`config.mk`:
```
export PLATFORM = sky130hd
export DESIGN_NAME = synthesijer_op_issue32
export DESIGN_NICKNAME = d
export VERILOG_FILES = /design/src/rtl/synthesijer_op_issue32_pkg.sv /design/src/rtl/synthesijer_op_issue32.sv
export SDC_FILE = /design/constraint.sdc
export NUM_CORES = 1
export LEC_CHECK = 0
export CAP_MARGIN = 20
export CORE_UTILIZATION = 40
export CTS_CLUSTER_SIZE = 12
export DETAILED_ROUTE_END_ITERATION = 8
export HOLD_SLACK_MARGIN = 0.15
export PLACE_DENSITY = 0.76
export REMOVE_ABC_BUFFERS = 1
export SYNTH_ARGS = -nofsm -noshare
export SYNTH_HDL_FRONTEND = slang
export SYNTH_SLANG_ARGS = --single-unit
```
`constraint.sdc`:
```
create_clock -name clk -period 9.5 [get_ports clk]
set_input_delay 1.9 -clock clk [delete_from_list [all_inputs] [get_ports clk]]
set_output_delay 1.9 -clock clk [all_outputs]
set_load 0.01 [all_outputs]
```
`src/rtl/synthesijer_op_issue32_pkg.sv`:
```
// Shared definitions for the operator issue/capture stage.
// Contents: FSM state encoding, datapath width, default counter width.
// Imported by synthesijer_op_issue32.
package synthesijer_op_issue32_pkg;

  localparam int DATA_W        = 32;
  localparam int CNT_W_DEFAULT = 16;

  typedef enum logic [1:0] {
    IDLE  = 2'd0,
    ISSUE = 2'd1,
    WAIT  = 2'd2,
    HOLD  = 2'd3
  } state_t;

endpackage

```
`src/rtl/synthesijer_op_issue32.sv`:
```
// Single-slot issue/capture stage in front of a 32-bit two-operand operator.
// Latency: response 2+MIN_LATENCY cycles after accept (operator valid permitting);
//   a stalled operator yields an error response after TIMEOUT WAIT cycles.
// Backpressure: one op in flight; the response is held until resp_ready, and
//   req_ready follows resp_ready in HOLD so the slot can be refilled on the same edge.
// Ports: clk/reset (async, active-high); req_* operand handshake in;
//   op_a/op_b/op_nd to operator, op_result/op_valid from operator;
//   resp_data/resp_err/resp_valid/resp_ready response handshake out.
module synthesijer_op_issue32
  import synthesijer_op_issue32_pkg::*;
#(
  parameter int MIN_LATENCY = 0,
  parameter int TIMEOUT     = 0,
  parameter int CNT_W       = CNT_W_DEFAULT
) (
  input  logic              clk,
  input  logic              reset,
  input  logic [DATA_W-1:0] req_a,
  input  logic [DATA_W-1:0] req_b,
  input  logic              req_valid,
  output logic              req_ready,
  output logic [DATA_W-1:0] op_a,
  output logic [DATA_W-1:0] op_b,
  output logic              op_nd,
  input  logic [DATA_W-1:0] op_result,
  input  logic              op_valid,
  output logic [DATA_W-1:0] resp_data,
  output logic              resp_err,
  output logic              resp_valid,
  input  logic              resp_ready
);

  localparam logic [CNT_W-1:0] LAT_INIT = CNT_W'(MIN_LATENCY);
  // Value of to_cnt on the last permitted WAIT cycle; only meaningful when TO_EN.
  localparam logic [CNT_W-1:0] TO_LAST  = CNT_W'(TIMEOUT - 1);
  localparam bit               TO_EN    = (TIMEOUT != 0);

  state_t             state_q, state_d;
  logic [DATA_W-1:0]  op_a_q, op_a_d;
  logic [DATA_W-1:0]  op_b_q, op_b_d;
  logic               op_nd_q, op_nd_d;
  logic [DATA_W-1:0]  resp_data_q, resp_data_d;
  logic               resp_err_q, resp_err_d;
  logic               resp_valid_q, resp_valid_d;
  logic [CNT_W-1:0]   lat_cnt_q, lat_cnt_d;
  logic [CNT_W-1:0]   to_cnt_q, to_cnt_d;
  logic               capture;

  // Ready in HOLD depends on the consumer so a new op can enter as the old
  // response leaves.
  assign req_ready = (state_q == IDLE) || ((state_q == HOLD) && resp_ready);

  // op_valid only counts once the minimum latency has elapsed.
  assign capture = (state_q == WAIT) && (lat_cnt_q == '0) && op_valid;

  always_comb begin
    state_d      = state_q;
    op_a_d       = op_a_q;
    op_b_d       = op_b_q;
    op_nd_d      = 1'b0;
    resp_data_d  = resp_data_q;
    resp_err_d   = resp_err_q;
    resp_valid_d = resp_valid_q;
    lat_cnt_d    = lat_cnt_q;
    to_cnt_d     = to_cnt_q;

    case (state_q)
      IDLE: begin
        if (req_valid) begin
          op_a_d  = req_a;
          op_b_d  = req_b;
          op_nd_d = 1'b1;
          state_d = ISSUE;
        end
      end
      ISSUE: begin
        lat_cnt_d = LAT_INIT;
        to_cnt_d  = '0;
        state_d   = WAIT;
      end
      WAIT: begin
        to_cnt_d = to_cnt_q + CNT_W'(1);
        if (lat_cnt_q != '0) begin
          lat_cnt_d = lat_cnt_q - CNT_W'(1);
        end
        // Capture is tested first so it wins over a coincident timeout.
        if (capture) begin
          resp_data_d  = op_result;
          resp_err_d   = 1'b0;
          resp_valid_d = 1'b1;
          state_d      = HOLD;
        end else if (TO_EN && (to_cnt_q == TO_LAST)) begin
          resp_data_d  = '0;
          resp_err_d   = 1'b1;
          resp_valid_d = 1'b1;
          state_d      = HOLD;
        end
      end
      HOLD: begin
        if (resp_ready) begin
          resp_valid_d = 1'b0;
          if (req_valid) begin
            op_a_d  = req_a;
            op_b_d  = req_b;
            op_nd_d = 1'b1;
            state_d = ISSUE;
          end else begin
            state_d = IDLE;
          end
        end
      end
      default: state_d = IDLE;
    endcase
  end

  always_ff @(posedge clk or posedge reset) begin
    if (reset) begin
      state_q      <= IDLE;
      op_a_q       <= '0;
      op_b_q       <= '0;
      op_nd_q      <= 1'b0;
      resp_data_q  <= '0;
      resp_err_q   <= 1'b0;
      resp_valid_q <= 1'b0;
      lat_cnt_q    <= '0;
      to_cnt_q     <= '0;
    end else begin
      state_q      <= state_d;
      op_a_q       <= op_a_d;
      op_b_q       <= op_b_d;
      op_nd_q      <= op_nd_d;
      resp_data_q  <= resp_data_d;
      resp_err_q   <= resp_err_d;
      resp_valid_q <= resp_valid_d;
      lat_cnt_q    <= lat_cnt_d;
      to_cnt_q     <= to_cnt_d;
    end
  end

  assign op_a       = op_a_q;
  assign op_b       = op_b_q;
  assign op_nd      = op_nd_q;
  assign resp_data  = resp_data_q;
  assign resp_err   = resp_err_q;
  assign resp_valid = resp_valid_q;

endmodule
```
Word level (Yosys, flattened, before mapping)
Cells that the tools add are included.
{"block": "classes", "n_addsub": 1, "n_eq_ne": 7, "muxes": 19, "n_reduce_logical": 15}
{"operator": "$mux 32", "count": 4}
{"operator": "$pmux 32 s2", "count": 2}
{"operator": "$pmux 16 s2", "count": 1}
{"operator": "$logic_not 16->1", "count": 1}
{"operator": "$mux 16", "count": 1}
{"operator": "$reduce_bool 16->1", "count": 1}
{"operator": "$sub 16x1->16 const B", "count": 1}
{"operator": "$pmux 2 s4", "count": 1}
{"operator": "$mux 2", "count": 3}
{"operator": "$ne 2x2->1 const B", "count": 3}
{"operator": "$reduce_and 2->1", "count": 3}
{"operator": "$reduce_and 3->1", "count": 2}
{"operator": "$reduce_bool 2->1", "count": 3}
{"operator": "$mux 1", "count": 5}
{"operator": "$eq 2x2->1 const B", "count": 2}
{"operator": "$pmux 1 s2", "count": 2}
{"operator": "$logic_and 1x1->1", "count": 3}
{"operator": "$eq 2x1->1 const B", "count": 1}
{"operator": "$logic_not 2->1", "count": 1}
{"operator": "$ne 2x1->1 const B", "count": 1}
{"operator": "$logic_or 1x1->1", "count": 1}
{"block": "word_totals", "reg_bits": 116, "inputBits": 101, "output_inout_bits": 100, "elab_cells": 49}

Longest topological paths before layout
{"block": "depth", "ltp_word": 5, "mapped_depth": 7, "ltp_nobuf": 6}

Least setup slack after synthesis
OpenSTA, ideal clock, no wires.
{"block": "synth_timing", "kind": "input port to output port", "start": "in resp_ready", "end": "out req_ready", "arrival_ns": 2.071, "required_time_ns": 7.600, "slack_ns": 5.529, "path_stages": 1, "n_path_buf": 0, "cell_sequence": "a21o_1"}
{"block": "synth_via", "elab_chain_len": 2}
{"item": "start, declared", "line": "synthesijer_op_issue32.sv:30", "text": "input logic resp_ready"}
{"item": "$logic_and 1x1->1", "line": "synthesijer_op_issue32.sv:51", "text": "assign req_ready = (state_q == IDLE) || ((state_q == HOLD) && resp_ready);"}
{"item": "$logic_or 1x1->1", "line": "synthesijer_op_issue32.sv:51"}
{"item": "end, declared", "line": "synthesijer_op_issue32.sv:21", "text": "output logic req_ready,"}
Every way passes these cells.

Worst setup path in the final report
Same ends and word-level chain as after synthesis.

==> impl_metrics.ini <==
[routing]
viasPerCell = 5.24
route.detailed.drc = 19
drtIter0Drc = 197
drt_pre_antenna_iters = 6
vias = 3713
wl_per_cell_um = 16.9
ant_nets = 0
wirelength_mm = 12.0

[die]
num_rows = 39
initial_core_util_pct = 41.7
dieHeight_um = 112
fp.coreArea_um2 = 11600
dieArea_um2 = 12500
die_x_um = 112
io_pins = 201

[timing]
max_freq_mhz = 199
finalCriticalPeriod_ns = 5.03
slew_violations = 0
slew_headroom_pct = 47.1
tightestPinTransition_ns = 0.793
fin_setup_tns_ns = 0
setup_viol = 0
rsz0062_at_grt = false
period_share_pct = 52.9
hold_viol_final = 0
clock_skew_ns = 0.00804

[global_route]
grt_usage_pct = 20.2
grt_max_degree = 65
grt_pass1_vias = 3842
grt_overflow = 0
grt_pass1_wl_mm = 19.6
grt_antenna_before_repair = 0

[power]
p_leak_nw = 3.19
peakVddDrop_mv = 0.222
power_frac_clock_pct = 24.1
p_sw_uw = 845
power.share.sequential_pct = 31.7
combinationalPowerShare_pct = 44.3
p_per_area_nw_per_um2 = 354
swShare_pct = 31.6
power.internal_mw = 1.83

[clock_network]
cts_root_buf = clkbuf_16
cts_setup_buffers = 0
htreeDepth = 4
path_clk_slew_ns = 0.05
clock-sinks = 116
cts_buffers = 17
clock_latency_ns = 0.40
ctsResizeCount = 0
cts_tree = done
clockBufferDepth = 2
ctsHoldBuffers = 0

[worst_setup_path]
crit_chain = clkdlybuf4s50_1 -> a21o_1 -> clkdlybuf4s50_1
cp.arrival_ns = 3.13
cp_data_required_time_ns = 7.60
cp_common_cell = clkdlybuf4s50_1
end_kind = output pin
startpoint_type = input pin
rr_startpoint = lat_cnt_q[2]
worst-path-buf-inv = 2
critPathSlowestCell = clkdlybuf4s50_1
path_class = in2out
crit_start = resp_ready
slowest_delay_ns = 0.54
critical_path.top_delay_family = buffers and inverters
worstPathMaxFanout = 5

[placed_design]
dp_hpwl_mm = 8.53
gp_congestion = 0.836
post-place-cells = 677
port_buffers = 199

[cells_and_area]
stdcell_count = 709
drive_above_1_share_pct = 25.4
areaGrowthSynthToFinish_pct = 56.9
fin_nets = 658
n_antenna_cell = 0

[synth]
synth_edf_count = 0
synthesis.area_um2 = 4830
synth_top_cell_by_area = dfrtp_1
yosysSeqAreaShare_pct = 60.1
synth_cells = 345
synth_top_area_share_pct = 60.1
synth_flop_cell = dfrtp_1
synth_cell_types = 48
yosys_warnings = 0
avgSynthCellArea_um2 = 14.0
synth_seq_cells = 116
async_flop_share_pct = 100
synthTopCellsByArea = dfrtp_1 60%, mux2_2 23%, o21ai_0 1.5%

[flow_run]
drv_cap = 0

[run_status]
violations = DRC
outcome = complete, but fails checks

[min_path]
min-delay-start = op_a[24]
hp-class = reg2reg
==> layout make-up <==
type                    count  area (um2)
fillers                   916        3990
flip-flops and latches    116        2900
repair buffers            202        2010
multi-input cells         206        1840
clock buffers              20         447
well taps                 143         179
clock inverters            12         155
inverters                  10        40.0
==> cells in the mapped netlist (3+ instances only) <==
cell type	number
nand2_1	9
nand3_1	7
clkbuf_1	9
o41ai_1	3
dfrtp_1	116
o21ai_0	14
nor2_1	5
nor4_1	3
ha_1	4
or4_1	8
buf_2	3
a21oi_1	6
o211ai_1	3
inv_1	9
or4_4	3
o31ai_1	7
mux2_2	97
nor3_1	3
==> per-stage QoR <==
stage                     power [mW]  worst slack, ns  hold WS [ns]  instance area [um2]  util (%)
final                           2.68             4.47         0.502                 7570      65.5
after global routing            2.83             4.39         0.516                 7570      65.5
after CTS                       2.70             4.47         0.503                 7570      65.5
after detailed placement        2.05             4.48         0.492                 6970      60.3
after global placement          2.01             4.51         0.487                 6970      60.3
after floorplan                 1.44             4.53         0.498                 4770         -
==> sequential cells by signal, indices dropped and copies added (netlist names) <==
| register | count |
|---|---|
| lat_cnt_q | 16 |
| state_q | 2 |
| op_b | 32 |
| resp_valid | 1 |
| op_a | 32 |
| op_nd | 1 |
| resp_data | 32 |
==> power by group through the flow <==
stage | logic, mW | clock network [mW] | registers (mW)
after global routing | 1.27 | 0.679 | 0.883
after CTS | 1.19 | 0.657 | 0.851
after floorplan | 0.498 | 0 | 0.945
after detailed placement | 1.19 | 0 | 0.857
after global placement | 1.16 | 0 | 0.843
final | 1.19 | 0.644 | 0.848
==> path summary, 6_finish.rpt <==
check / to / slack (ns) / depth (start not counted)
max reg2reg: resp_data[19] / 6.83 / 5
max in group asynchronous: resp_data[21] / 6.30 / 3
max: req_ready / 4.47 / 3
min reg2reg: op_a[24] / 0.50 / 1
min in group asynchronous: op_a[27] / 1.95 / 2
min: op_a[24] / 0.50 / 1
==> cell families after synthesis <==
group / synth area share [%]
other: 0.0777
buffers and inverters: 1.94
AO/OA/AOI/OAI: 6.38
flip-flops: 60.1
AND/OR/NAND/NOR: 7.59
adder cells (fa/ha/maj): 1.04
multiplexers: 22.8
==> cell usage in the layout, fill, tap and decap left out, drive strengths merged, types with 2 or more instances in the layout <==
| cell type | count |
|---|---|
| clkinv | 4 |
| nor2 | 5 |
| or2 | 2 |
| ha | 4 |
| a22oi | 2 |
| clkbuf | 20 |
| nor3 | 3 |
| clkinvlp | 5 |
| dfrtp | 116 |
| o21ai | 14 |
| o211ai | 3 |
| o31ai | 7 |
| bufinv | 3 |
| nor4 | 4 |
| mux2 | 97 |
| o41ai | 3 |
| inv | 10 |
| clkdlybuf4s50 | 199 |
| nand2b | 2 |
| or3 | 2 |
| o311ai | 2 |
| or4 | 12 |
| a31oi | 2 |
| a21oi | 6 |
| nand2 | 9 |
| buf | 3 |
| nand3 | 7 |
| and3 | 2 |
==> metal layers <==
| layer | up-vias | wire, um | global-route usage (%) |
|---|---|---|---|
| met4 | 0 | 171 | 6.94 |
| met5 | - | 0 | 0 |
| li1 | 1701 | - | - |
| met3 | 15 | 1030 | 6.59 |
| met2 | 158 | 6010 | 34.0 |
| met1 | 1839 | 4810 | 24.2 |
==> worst reg2reg max path: cells and delay by family, from the launching register on <==
family	cells	cell delay [ns]
simple gates	3	1.31
mux	1	0.41
buf+inv	1	0.38
flops	1	0.44
No activity file was read; power rests on OpenSTA's default activity.
